[src/rtl/deser_pkg.sv]
// Shared types and helpers for the serial-to-parallel front end.
package deser_pkg;

    typedef enum logic {
        IDLE  = 1'b0,
        SHIFT = 1'b1
    } state_e;

    localparam int unsigned DESER_WIDTH_DFLT = 3;

    // Ceiling log2, minimum 1; used to size the bit counter.
    function automatic int unsigned deser_clog2(input int unsigned v);
        int unsigned r;
        r = 1;
        for (int i = 1; i < 16; i++) begin
            if ((32'd1 << i) < v) begin
                r = i + 1;
            end
        end
        return r;
    endfunction

endpackage

[src/rtl/deser3_ce.sv]
// Framed serial-to-parallel converter: assembles WIDTH bits into D with a one-cycle CE strobe,
// and flags frames cut short by a new SFRAME on ERR.
module deser3_ce
    import deser_pkg::*;
#(
    parameter int unsigned WIDTH     = DESER_WIDTH_DFLT,
    parameter bit          MSB_FIRST = 1'b1
) (
    input  logic             CK,
    input  logic             CLRN,
    input  logic             SDI,
    input  logic             SVALID,
    input  logic             SFRAME,
    output logic [WIDTH-1:0] D,
    output logic             CE,
    output logic             ERR
);

    localparam int unsigned CW = deser_clog2(WIDTH + 1);

    state_e           r_state;
    state_e           w_state_nxt;
    logic [CW-1:0]    r_cnt;
    logic [CW-1:0]    w_cnt_nxt;
    logic [CW-1:0]    w_cnt_inc;
    logic [WIDTH-1:0] r_sh;
    logic [WIDTH-1:0] w_sh_nxt;
    logic [WIDTH-1:0] w_base;
    logic [WIDTH-1:0] w_shifted;
    logic [WIDTH-1:0] r_d;
    logic [WIDTH-1:0] w_d_nxt;
    logic             r_ce;
    logic             r_err;
    logic             w_ce_nxt;
    logic             w_err_nxt;
    logic             w_start;
    logic             w_cont;
    logic             w_take;
    logic             w_done;

    // A framed bit always starts a fresh word, from either state.
    always_comb begin
        w_start   = SVALID && SFRAME;
        w_cont    = SVALID && !SFRAME && (r_state == SHIFT);
        w_take    = w_start || w_cont;
        w_base    = w_start ? '0 : r_sh;
        w_cnt_inc = (w_start ? '0 : r_cnt) + CW'(1);
        if (MSB_FIRST) begin
            w_shifted = (w_base << 1) | WIDTH'(SDI);
        end else begin
            w_shifted = (w_base >> 1) | (WIDTH'(SDI) << (WIDTH - 1));
        end
        w_done = w_take && (w_cnt_inc == CW'(WIDTH));
    end

    always_ff @(posedge CK) begin
        if (!CLRN) begin
            r_state <= IDLE;
        end else begin
            r_state <= w_state_nxt;
        end
    end

    always_comb begin
        w_state_nxt = r_state;
        unique case (r_state)
            IDLE:    if (w_start && !w_done) w_state_nxt = SHIFT;
            SHIFT:   if (w_done) w_state_nxt = IDLE;
            default: w_state_nxt = IDLE;
        endcase
    end

    always_comb begin
        w_ce_nxt  = w_done;
        w_err_nxt = w_start && (r_state == SHIFT);
        w_d_nxt   = w_done ? w_shifted : r_d;
        w_cnt_nxt = r_cnt;
        w_sh_nxt  = r_sh;
        if (w_done) begin
            w_cnt_nxt = '0;
            w_sh_nxt  = '0;
        end else if (w_take) begin
            w_cnt_nxt = w_cnt_inc;
            w_sh_nxt  = w_shifted;
        end
    end

    always_ff @(posedge CK) begin
        if (!CLRN) begin
            r_cnt <= '0;
            r_sh  <= '0;
            r_d   <= '0;
            r_ce  <= 1'b0;
            r_err <= 1'b0;
        end else begin
            r_cnt <= w_cnt_nxt;
            r_sh  <= w_sh_nxt;
            r_d   <= w_d_nxt;
            r_ce  <= w_ce_nxt;
            r_err <= w_err_nxt;
        end
    end

    assign D   = r_d;
    assign CE  = r_ce;
    assign ERR = r_err;

endmodule
[config.mk]
export PLATFORM = sky130hd
export DESIGN_NAME = deser3_ce
export DESIGN_NICKNAME = d
export VERILOG_FILES = /design/src/rtl/deser_pkg.sv /design/src/rtl/deser3_ce.sv
export SDC_FILE = /design/constraint.sdc
export NUM_CORES = 1
export LEC_CHECK = 0
export BUFFER_PORTS_ARGS = -buffer_cell sky130_fd_sc_hd__buf_2
export CAP_MARGIN = 20
export CORE_AREA = 2 2 39 41
export CTS_BUF_LIST = sky130_fd_sc_hd__clkbuf_4 sky130_fd_sc_hd__clkbuf_8
export DETAILED_ROUTE_END_ITERATION = 10
export DIE_AREA = 0 0 41 43
export MAX_ROUTING_LAYER = met4
export PLACE_DENSITY = 0.64
export SLEW_MARGIN = 20
export SYNTH_ARGS = -nofsm -noshare
export SYNTH_HDL_FRONTEND = slang
export SYNTH_SLANG_ARGS = --single-unit
[constraint.sdc]
create_clock -name CK -period 1.2 [get_ports CK]
set_input_delay 0.12 -clock CK [delete_from_list [all_inputs] [get_ports CK]]
set_output_delay 0.12 -clock CK [all_outputs]
set_load 0.01 [all_outputs]
==> Word-level counts from Yosys, hierarchy flattened <==
Cells that the tools add are included.
Widths: inputs -> output; s select.
{ "totals": {"in_bits": 5, "out_inout_bits": 5, "ff_bits": 10} }
{ "classes": {"n_eq_ne": 1, "reduce_logical": 10, "mux": 5, "bitwise": 3, "add_sub_neg": 1} }
{ "op_table": {"columns": ["op", "n"], "rows": [
  ["$logic_and 1x1->1", 6],
  ["$mux 2", 2],
  ["$or 3x1->3", 1],
  ["$add 2x1->2 const B", 1],
  ["$eq 2x2->1 const B", 1],
  ["$logic_not 1->1", 2],
  ["$mux 1", 2],
  ["$not 1->1", 2],
  ["$pmux 1 s2", 1],
  ["$reduce_or 2->1", 1],
  ["$logic_or 1x1->1", 1]
]} }

==> Logic depth before layout (Yosys ltp) <==
Gate-level depths: netlist of run 1.
{ "depth": {"word_depth": 9, "mapped_depth": 7, "ltp_nobuf": 6} }

==> Worst setup path before layout of run 1 <==
No wires, ideal clock.
{ "synth_path": {"path_kind": "in2reg", "start": "in SVALID", "end": "reg r_d[0], in the netlist D[0]", "slack_ns": -0.053, "path_stages": 7, "arrival_time_ns": 1.122, "required_time_ns": 1.069, "n_path_buf": 1, "path_cell_list": "buf_2 -> nand2_1 -> and2_1 -> ha_1 -> o211ai_2 -> nand3_1 -> o21ai_0"} }
{ "synth_via": {"elab_chain_len": 5} }
{ "synth_rtl": {"columns": ["element", "line", "text"], "rows": [
  ["from (decl)", "deser3_ce.sv:12", "input logic SVALID,"],
  ["$logic_and 1x1->1", "deser3_ce.sv:43", "w_start = SVALID && SFRAME;"],
  ["$mux 2", "deser3_ce.sv:47", "w_cnt_inc = (w_start ? '0 : r_cnt) + CW'(1);"],
  ["$add 2x1->2", "deser3_ce.sv:47", null],
  ["$eq 2x2->1", "deser3_ce.sv:53", "w_done = w_take && (w_cnt_inc == CW'(WIDTH));"],
  ["$logic_and 1x1->1 *", "deser3_ce.sv:53", null],
  ["to (signal assigned)", "deser3_ce.sv:98", "r_d <= w_d_nxt;"],
  ["to (decl)", "deser3_ce.sv:30", "logic [WIDTH-1:0] r_d;"]
]} }
Every way passes the cells marked *; elsewhere a longest branch is shown, timed or not.
A chain may end at the register's enable or synchronous reset.

==> Worst setup path in the final report of run 1 <==
{ "layout_path": {"start": "reg r_cnt[1]", "end": "reg r_state"} }
{ "layout_via": {"elab_chain_len": 8} }
{ "layout_rtl": {"columns": ["element", "line", "text"], "rows": [
  ["from (decl)", "deser3_ce.sv:23", "logic [CW-1:0] r_cnt;"],
  ["from (signal assigned)", "deser3_ce.sv:96", "r_cnt <= w_cnt_nxt;"],
  ["$mux 2 *", "deser3_ce.sv:47", null],
  ["$add 2x1->2 *", "deser3_ce.sv:47", null],
  ["$eq 2x2->1 *", "deser3_ce.sv:53", null],
  ["$logic_and 1x1->1 *", "deser3_ce.sv:53", null],
  ["$logic_not 1->1", "deser3_ce.sv:67", "IDLE: if (w_start && !w_done) w_state_nxt = SHIFT;"],
  ["$logic_and 1x1->1", "deser3_ce.sv:67", null],
  ["$mux 1", "deser3_ce.sv:67", null],
  ["$pmux 1 s2 *", "deser3_ce.sv:66", "unique case (r_state)"],
  ["to (signal assigned)", "deser3_ce.sv:60", "r_state <= w_state_nxt;"],
  ["to (decl)", "deser3_ce.sv:21", "state_e r_state;"]
]} }
Marks and branches as above.

==> summary.md, run 1 <==
| Metric | Value |
|---|---|
| Number of antenna violations at the first check in global routing | `0` |
| Synthesis-to-layout area growth | `31.7%` |
| Root cell of the clock tree | `sky130_fd_sc_hd__clkbuf_4` |
| Average via count per standard cell | `4.92` |
| HPWL after detailed placement | `597 µm` |
| Netlist Area Pre-Place | `430 µm²` |
| IO Count | `10` |
| Slew at the pin closest to its max-slew limit | `0.348 ns` |
| Reported max-cap violation count | `0` |
| # clock sinks | `10` |
| CTS HTree Levels | `1` |
| Die Footprint | `0.00176 mm²` |
| Syn nets | `55` |
| Post CTS Setup Buffer Count | `0` |
| Total Neg Setup Slack | `0 ns` |
| Min Clock Period, post-route | `1.13 ns` |
| Least setup slack across all paths after layout | `0.0743 ns` |
| TritonCTS Buffers | `3` |
| Number of warnings printed during yosys synthesis | `0` |
| Portion of the clock cycle consumed by the worst path in the final layout | `93.8%` |
| Worst clock skew | `0.00289 ns` |
| Nature of the critical path endpoint | `flop` |
| Clock Tree Buf Depth | `2` |
| Final routed DRC violation total | `0` |
| # diodes | `0` |
| Starting utilization of the core area | `31.1%` |
| GP Congestion | `0.715` |
| Routed WL | `846 µm` |
| CTS Hold Buffers Added | `0` |
| Maximum number of pins on one net before global-route repair | `15` |
| Slew Limit Fails | `0` |
| Input/output buffers | `9` |
| Clk Latency, worst-skew pair | `0.26 ns` |
| Number of filler cells placed in the layout | `150` |
| Required time worst endpoint | `1.38 ns` |
| Chip height | `43 µm` |
| Upper clock frequency limit | `0.888 GHz` |
| Seq cells post-synth | `10` |
| Count of different cell masters after synthesis | `20` |
| Count of final hold-check violations | `0` |
| Avg Inst Size Synth | `8.78 µm²` |
| Critical path type | `reg -> reg` |
| Pwr dens | `1300 mW/mm²` |
| Number of iterations in the first detailed-routing pass | `3` |
| GRT Overall Usage | `12.0%` |
| Leak | `0.231 nW` |
| Critical-path maximum fanout | `4` |
| Leftover overflow at the end of global routing | `0` |
| Commonest cells after routing, fill and taps aside | `sky130_fd_sc_hd__dfxtp_1, sky130_fd_sc_hd__nand3_1, sky130_fd_sc_hd__buf_2` |
| Setup repair after global routing missed its margin | `no` |
| Multi-input logic area | `226 µm²` |
| Global-route wire length before repair | `1300 µm` |
| DR vias | `389` |
| Width of the chip | `41 µm` |
| Footprint of the flip-flops and latches | `201 µm²` |
| Antenna-violating nets left | `0` |
| Average routed wire per standard cell | `10.7 µm` |
| Std cell rows | `14` |
| Count of endpoints failing setup in the final report | `0` |
| Post-CTS clock slew at the launch and capture registers of the worst setup and hold paths | `0.07 ns` |
| Starting DRC count in detailed routing | `1` |
| Final #Nets | `70` |
| Path class of the lowest-slack min-delay path | `in -> reg` |
| TritonCTS clock tree | `done` |
| Number of global-route vias before repair | `333` |
| Headroom to the max-slew limit | `76.7%` |
| Fraction of the yosys area taken by sequential cells | `46.5%` |
| Post-synthesis cell count | `49` |
| Maximum resistive drop on vdd | `454 µV` |
| Kind of start point of the critical path | `flop` |
| Share of layout cells above drive strength 1 | `41.3%` |
| Dpl ws | `0.0411 ns` |
| Area of the core region | `0.00138 mm²` |
| Data arrival at the endpoint of the critical path | `1.31 ns` |
| Status | `completed` |
==> through the flow <==
step	util [%]	power [W]	area, µm²	cells	hold WS [ns]
after floorplan	-	0.000403	435	49	0.256
after global placement	36.6	0.000423	507	75	0.394
after detailed placement	36.6	0.000425	507	75	0.395
after CTS	39.2	0.000735	543	79	0.108
after global routing	41.0	0.000769	567	79	0.126
final	41.0	0.000734	567	79	0.119
==> worst max-delay path: stages, from the launching register on <==
cell	delay [ns]
sky130_fd_sc_hd__dfxtp_1	0.31
sky130_fd_sc_hd__and2_1	0.14
sky130_fd_sc_hd__ha_2	0.20
sky130_fd_sc_hd__buf_4	0.16
sky130_fd_sc_hd__a311oi_2	0.24
==> synthesized netlist by cell type <==
master	count	area, µm²
sky130_fd_sc_hd__nor2_1	2	7.51
sky130_fd_sc_hd__dfxtp_1	10	200
sky130_fd_sc_hd__nand2_1	8	30.0
sky130_fd_sc_hd__o31ai_1	2	15.0
sky130_fd_sc_hd__o21ai_2	1	8.76
sky130_fd_sc_hd__buf_4	1	7.51
sky130_fd_sc_hd__a311oi_1	1	8.76
sky130_fd_sc_hd__inv_1	2	7.51
sky130_fd_sc_hd__a21oi_2	1	8.76
sky130_fd_sc_hd__buf_6	1	11.3
sky130_fd_sc_hd__o21ai_0	2	10.0
sky130_fd_sc_hd__nand3_2	1	10.0
sky130_fd_sc_hd__o21ai_1	1	5.00
sky130_fd_sc_hd__and2_1	1	6.26
sky130_fd_sc_hd__nand3_1	9	45.0
sky130_fd_sc_hd__ha_1	1	12.5
sky130_fd_sc_hd__a21oi_1	2	10.0
sky130_fd_sc_hd__o41ai_1	1	8.76
sky130_fd_sc_hd__o211ai_2	1	12.5
sky130_fd_sc_hd__buf_2	1	5.00
==> state kept, by name, summed over array words and instances (netlist names) <==
register  count
D             3
r_cnt         2
r_sh          2
CE            1
ERR           1
r_state       1
==> cell families after synthesis <==
kind of cell               count (synthesis)  synth area share (%)
AOI/OAI and AO/OA                         12                  20.3
and+or+nand+nor                           21                  23.0
adders and majority gates                  1                  2.91
DFF                                       10                  46.5
buffers and inverters                      5                  7.27
==> where the power goes <==
group | total, W | internal, W | leakage (nW) | switching [W]
clock | 0.000307 | 0.000184 | 0.0210 | 0.000123
combinational | 0.0000738 | 0.0000309 | 0.129 | 0.0000429
sequential | 0.000353 | 0.000342 | 0.0815 | 0.0000112
==> worst paths after layout <==
check,from,to,slack [ns],cells past startpoint
min,SDI,r_sh[0],0.12,3
min reg2reg,D[2],D[2],0.47,2
max reg2reg,r_cnt[1],r_state,0.07,4
max,r_cnt[1],r_state,0.07,4
==> repair_timing <==
item                       CTS  global route
resized for setup            0             4
setup endpoints to repair    0             5
hold endpoints to repair     0             0
==> area by class of cell <==
| type | instances | area share [%] |
|---|---|---|
| clock buffer | 4 | 6.40 |
| inverter | 2 | 1.32 |
| multi-input combinational | 34 | 40.0 |
| sequential | 10 | 35.5 |
| tap | 16 | 3.53 |
| timing repair buffer | 13 | 13.2 |
==> routing by layer <==
layer | up-vias | wire length (µm) | global-route usage (%)
li1 | 206 | - | -
met1 | 175 | 384 | 12.1
met2 | 6 | 415 | 17.2
met3 | 2 | 23 | 1.57
met4 | 0 | 22 | 14.0
met5 | - | 0 | -
Note: power is estimated with default switching activity, not from simulation.
==> inputs of run 2 (changes only) <==
Settings changed: RECOVER_POWER from default to 50.
==> summary.md, run 2 (synthesized netlist as in run 1, its figures left out) <==
| Metric | Value |
|---|---|
| Post CTS Setup Buffer Count | `0 (unchanged)` |
| Leftover overflow at the end of global routing | `0 (unchanged)` |
| Final routed DRC violation total | `0 (unchanged)` |
| Maximum resistive drop on vdd | `474 µV (+4.5%)` |
| Setup repair after global routing missed its margin | `no` |
| GP Congestion | `0.715 (unchanged)` |
| Slowest cell on the critical path | `sky130_fd_sc_hd__dfxtp_1` |
| Nature of the critical path endpoint | `flop` |
| Pwr dens | `1310 mW/mm² (+1.1%)` |
| Most crowded layer after global routing | `met2` |
| Slew Limit Fails | `0 (unchanged)` |
| Root cell of the clock tree | `sky130_fd_sc_hd__clkbuf_4` |
| Number of iterations in the first detailed-routing pass | `3 (unchanged)` |
| GRT met3 Usage | `1.57% (unchanged)` |
| Least setup slack across all paths after layout | `0.0743 ns (+0.0000135 ns)` |
| Number of filler cells placed in the layout | `152 (+1.3%)` |
| Slowest Stage Delay on Critical Path | `0.31 ns (about the same)` |
| Kind of start point of the critical path | `flop` |
| DR vias | `389 (unchanged)` |
| # clock sinks | `10 (unchanged)` |
| Count of endpoints failing setup in the final report | `0 (unchanged)` |
| Chip height | `43 µm (unchanged)` |
| Upper clock frequency limit | `0.888 GHz (about the same)` |
| Clock Tree Buf Depth | `2 (unchanged)` |
| Critical-path maximum fanout | `4 (unchanged)` |
| Min Clock Period, post-route | `1.13 ns (-0.0000135 ns)` |
| Number of antenna violations at the first check in global routing | `0 (unchanged)` |
| Total Neg Setup Slack | `0 ns (unchanged)` |
| Headroom to the max-slew limit | `76.7% (about the same)` |
| Commonest cells after routing, fill and taps aside | `sky130_fd_sc_hd__dfxtp_1, sky130_fd_sc_hd__nand3_1, sky130_fd_sc_hd__nand2_1` |
| Die Footprint | `0.00176 mm² (unchanged)` |
| Area of the core region | `0.00138 mm² (unchanged)` |
| Antenna-violating nets left | `0 (unchanged)` |
| Flip-flop count of the largest register, all copies and words added | `3 (unchanged)` |
| Routing usage on met1 | `12.1% (unchanged)` |
| Status | `completed` |
| Routed WL | `848 µm (+0.24%)` |
| Data arrival at the endpoint of the critical path | `1.31 ns (about the same)` |
| Cell breakdown of the critical path | `and2_1, ha_2, buf_4, a311oi_2` |
| Input/output buffers | `9 (unchanged)` |
| Global-route track usage on met2 | `17.2% (unchanged)` |
| # diodes | `0 (unchanged)` |
| CTS Hold Buffers Added | `0 (unchanged)` |
| Final #Nets | `70 (unchanged)` |
| Std cell rows | `14 (unchanged)` |
| IO Count | `10 (unchanged)` |
| Width of the chip | `41 µm (unchanged)` |
| Count of final hold-check violations | `0 (unchanged)` |
| Count of buffering cells on the critical path with inverters included | `1 (unchanged)` |
| Path class of the lowest-slack min-delay path | `in -> reg` |
| Dpl ws | `0.0411 ns (unchanged)` |
| Number of global-route vias before repair | `333 (unchanged)` |
| Starting DRC count in detailed routing | `1 (unchanged)` |
| Share of layout cells above drive strength 1 | `33.3% (-7.9 points)` |
| Worst clock skew | `0.00303 ns (+0.000143 ns)` |
| Clk Latency, worst-skew pair | `0.26 ns (about the same)` |
| Post-CTS clock slew at the launch and capture registers of the worst setup and hold paths | `0.07 ns (about the same)` |
| Critical path type | `reg -> reg` |
| Leak | `0.210 nW (-9.5%)` |
| Starting utilization of the core area | `31.1% (unchanged)` |
| Reported max-cap violation count | `0 (unchanged)` |
| Required time worst endpoint | `1.38 ns (about the same)` |
| CTS HTree Levels | `1 (unchanged)` |
| Average via count per standard cell | `4.92 (unchanged)` |
| TritonCTS clock tree | `done` |
| Crit-path leading delay family | `flip-flops` |
| Synthesis-to-layout area growth | `30.2%` |
| TritonCTS Buffers | `3 (unchanged)` |
| Portion of the clock cycle consumed by the worst path in the final layout | `93.8% (about the same)` |
| Slew at the pin closest to its max-slew limit | `0.348 ns (+0.0000800 ns)` |
| Global-route wire length before repair | `1300 µm (unchanged)` |
| Average routed wire per standard cell | `10.7 µm (+0.24%)` |
| GRT Overall Usage | `12.0% (unchanged)` |
| Maximum number of pins on one net before global-route repair | `15 (unchanged)` |
| HPWL after detailed placement | `597 µm (unchanged)` |
-- run 2: cell count changes in the layout (fill, tap and decap cells not counted), sizes merged --
cell / delta
buf: -5
clkbuf: +5
-- run 2: layer usage --
metal  up-vias  part of all wire, %  wire length (µm)
li1        206                    -                 -
met1       175                   45               384
met2         6                   49               415
met3         2                  3.1                26
met4         0                  2.6                22
met5         -                    0                 0
-- run 2: path summary, 6_finish.rpt --
check | start | slack [ns] | depth (start not counted) | end
max | r_cnt[1] | 0.07 | 4 | r_state
min | SDI | 0.12 | 3 | r_sh[0]
max reg2reg | r_cnt[1] | 0.07 | 4 | r_state
min reg2reg | D[1] | 0.47 | 2 | D[1]
-- run 2: worst reg2reg max path, cell delays in order (launching register included) --
cell	delay [ns]
sky130_fd_sc_hd__dfxtp_1	0.31
sky130_fd_sc_hd__and2_1	0.14
sky130_fd_sc_hd__ha_2	0.21
sky130_fd_sc_hd__buf_4	0.16
sky130_fd_sc_hd__a311oi_2	0.24
-- run 2: final cells by class --
type / instances / area (µm²) / area share (%)
Clock buffer: 4 / 36.3 / 6.47
Sequential cell: 10 / 201 / 35.9
Inverter: 2 / 7.51 / 1.34
Multi-Input combinational cell: 34 / 226 / 40.4
Tap cell: 16 / 20.0 / 3.57
Timing Repair Buffer: 13 / 68.8 / 12.3
-- run 2: power breakdown --
| group | internal (W) | switching (W) | leakage (nW) |
|---|---|---|---|
| Combinational | 0.0000306 | 0.0000429 | 0.107 |
| Clock | 0.000184 | 0.000123 | 0.0210 |
| Sequential | 0.000342 | 0.0000112 | 0.0815 |
| Total | 0.000557 | 0.000177 | 0.209 |
-- run 2: metrics by stage --
stage	utilization [%]	std cells	hold slack, ns	cell area (µm²)	total power (W)
floorplan	-	49	0.256	435	0.000403
finish	40.5	79	0.119	561	0.000734
detailed placement	36.6	75	0.395	507	0.000425
CTS	39.2	79	0.108	543	0.000735
global route	40.5	79	0.126	561	0.000769
global placement	36.6	75	0.394	507	0.000423
-- run 2: repair_timing --
action / CTS / global route
endpoints found under the hold margin: 0 / 0
setup endpoints to repair: 0 / 5
gates resized for setup: 0 / 4
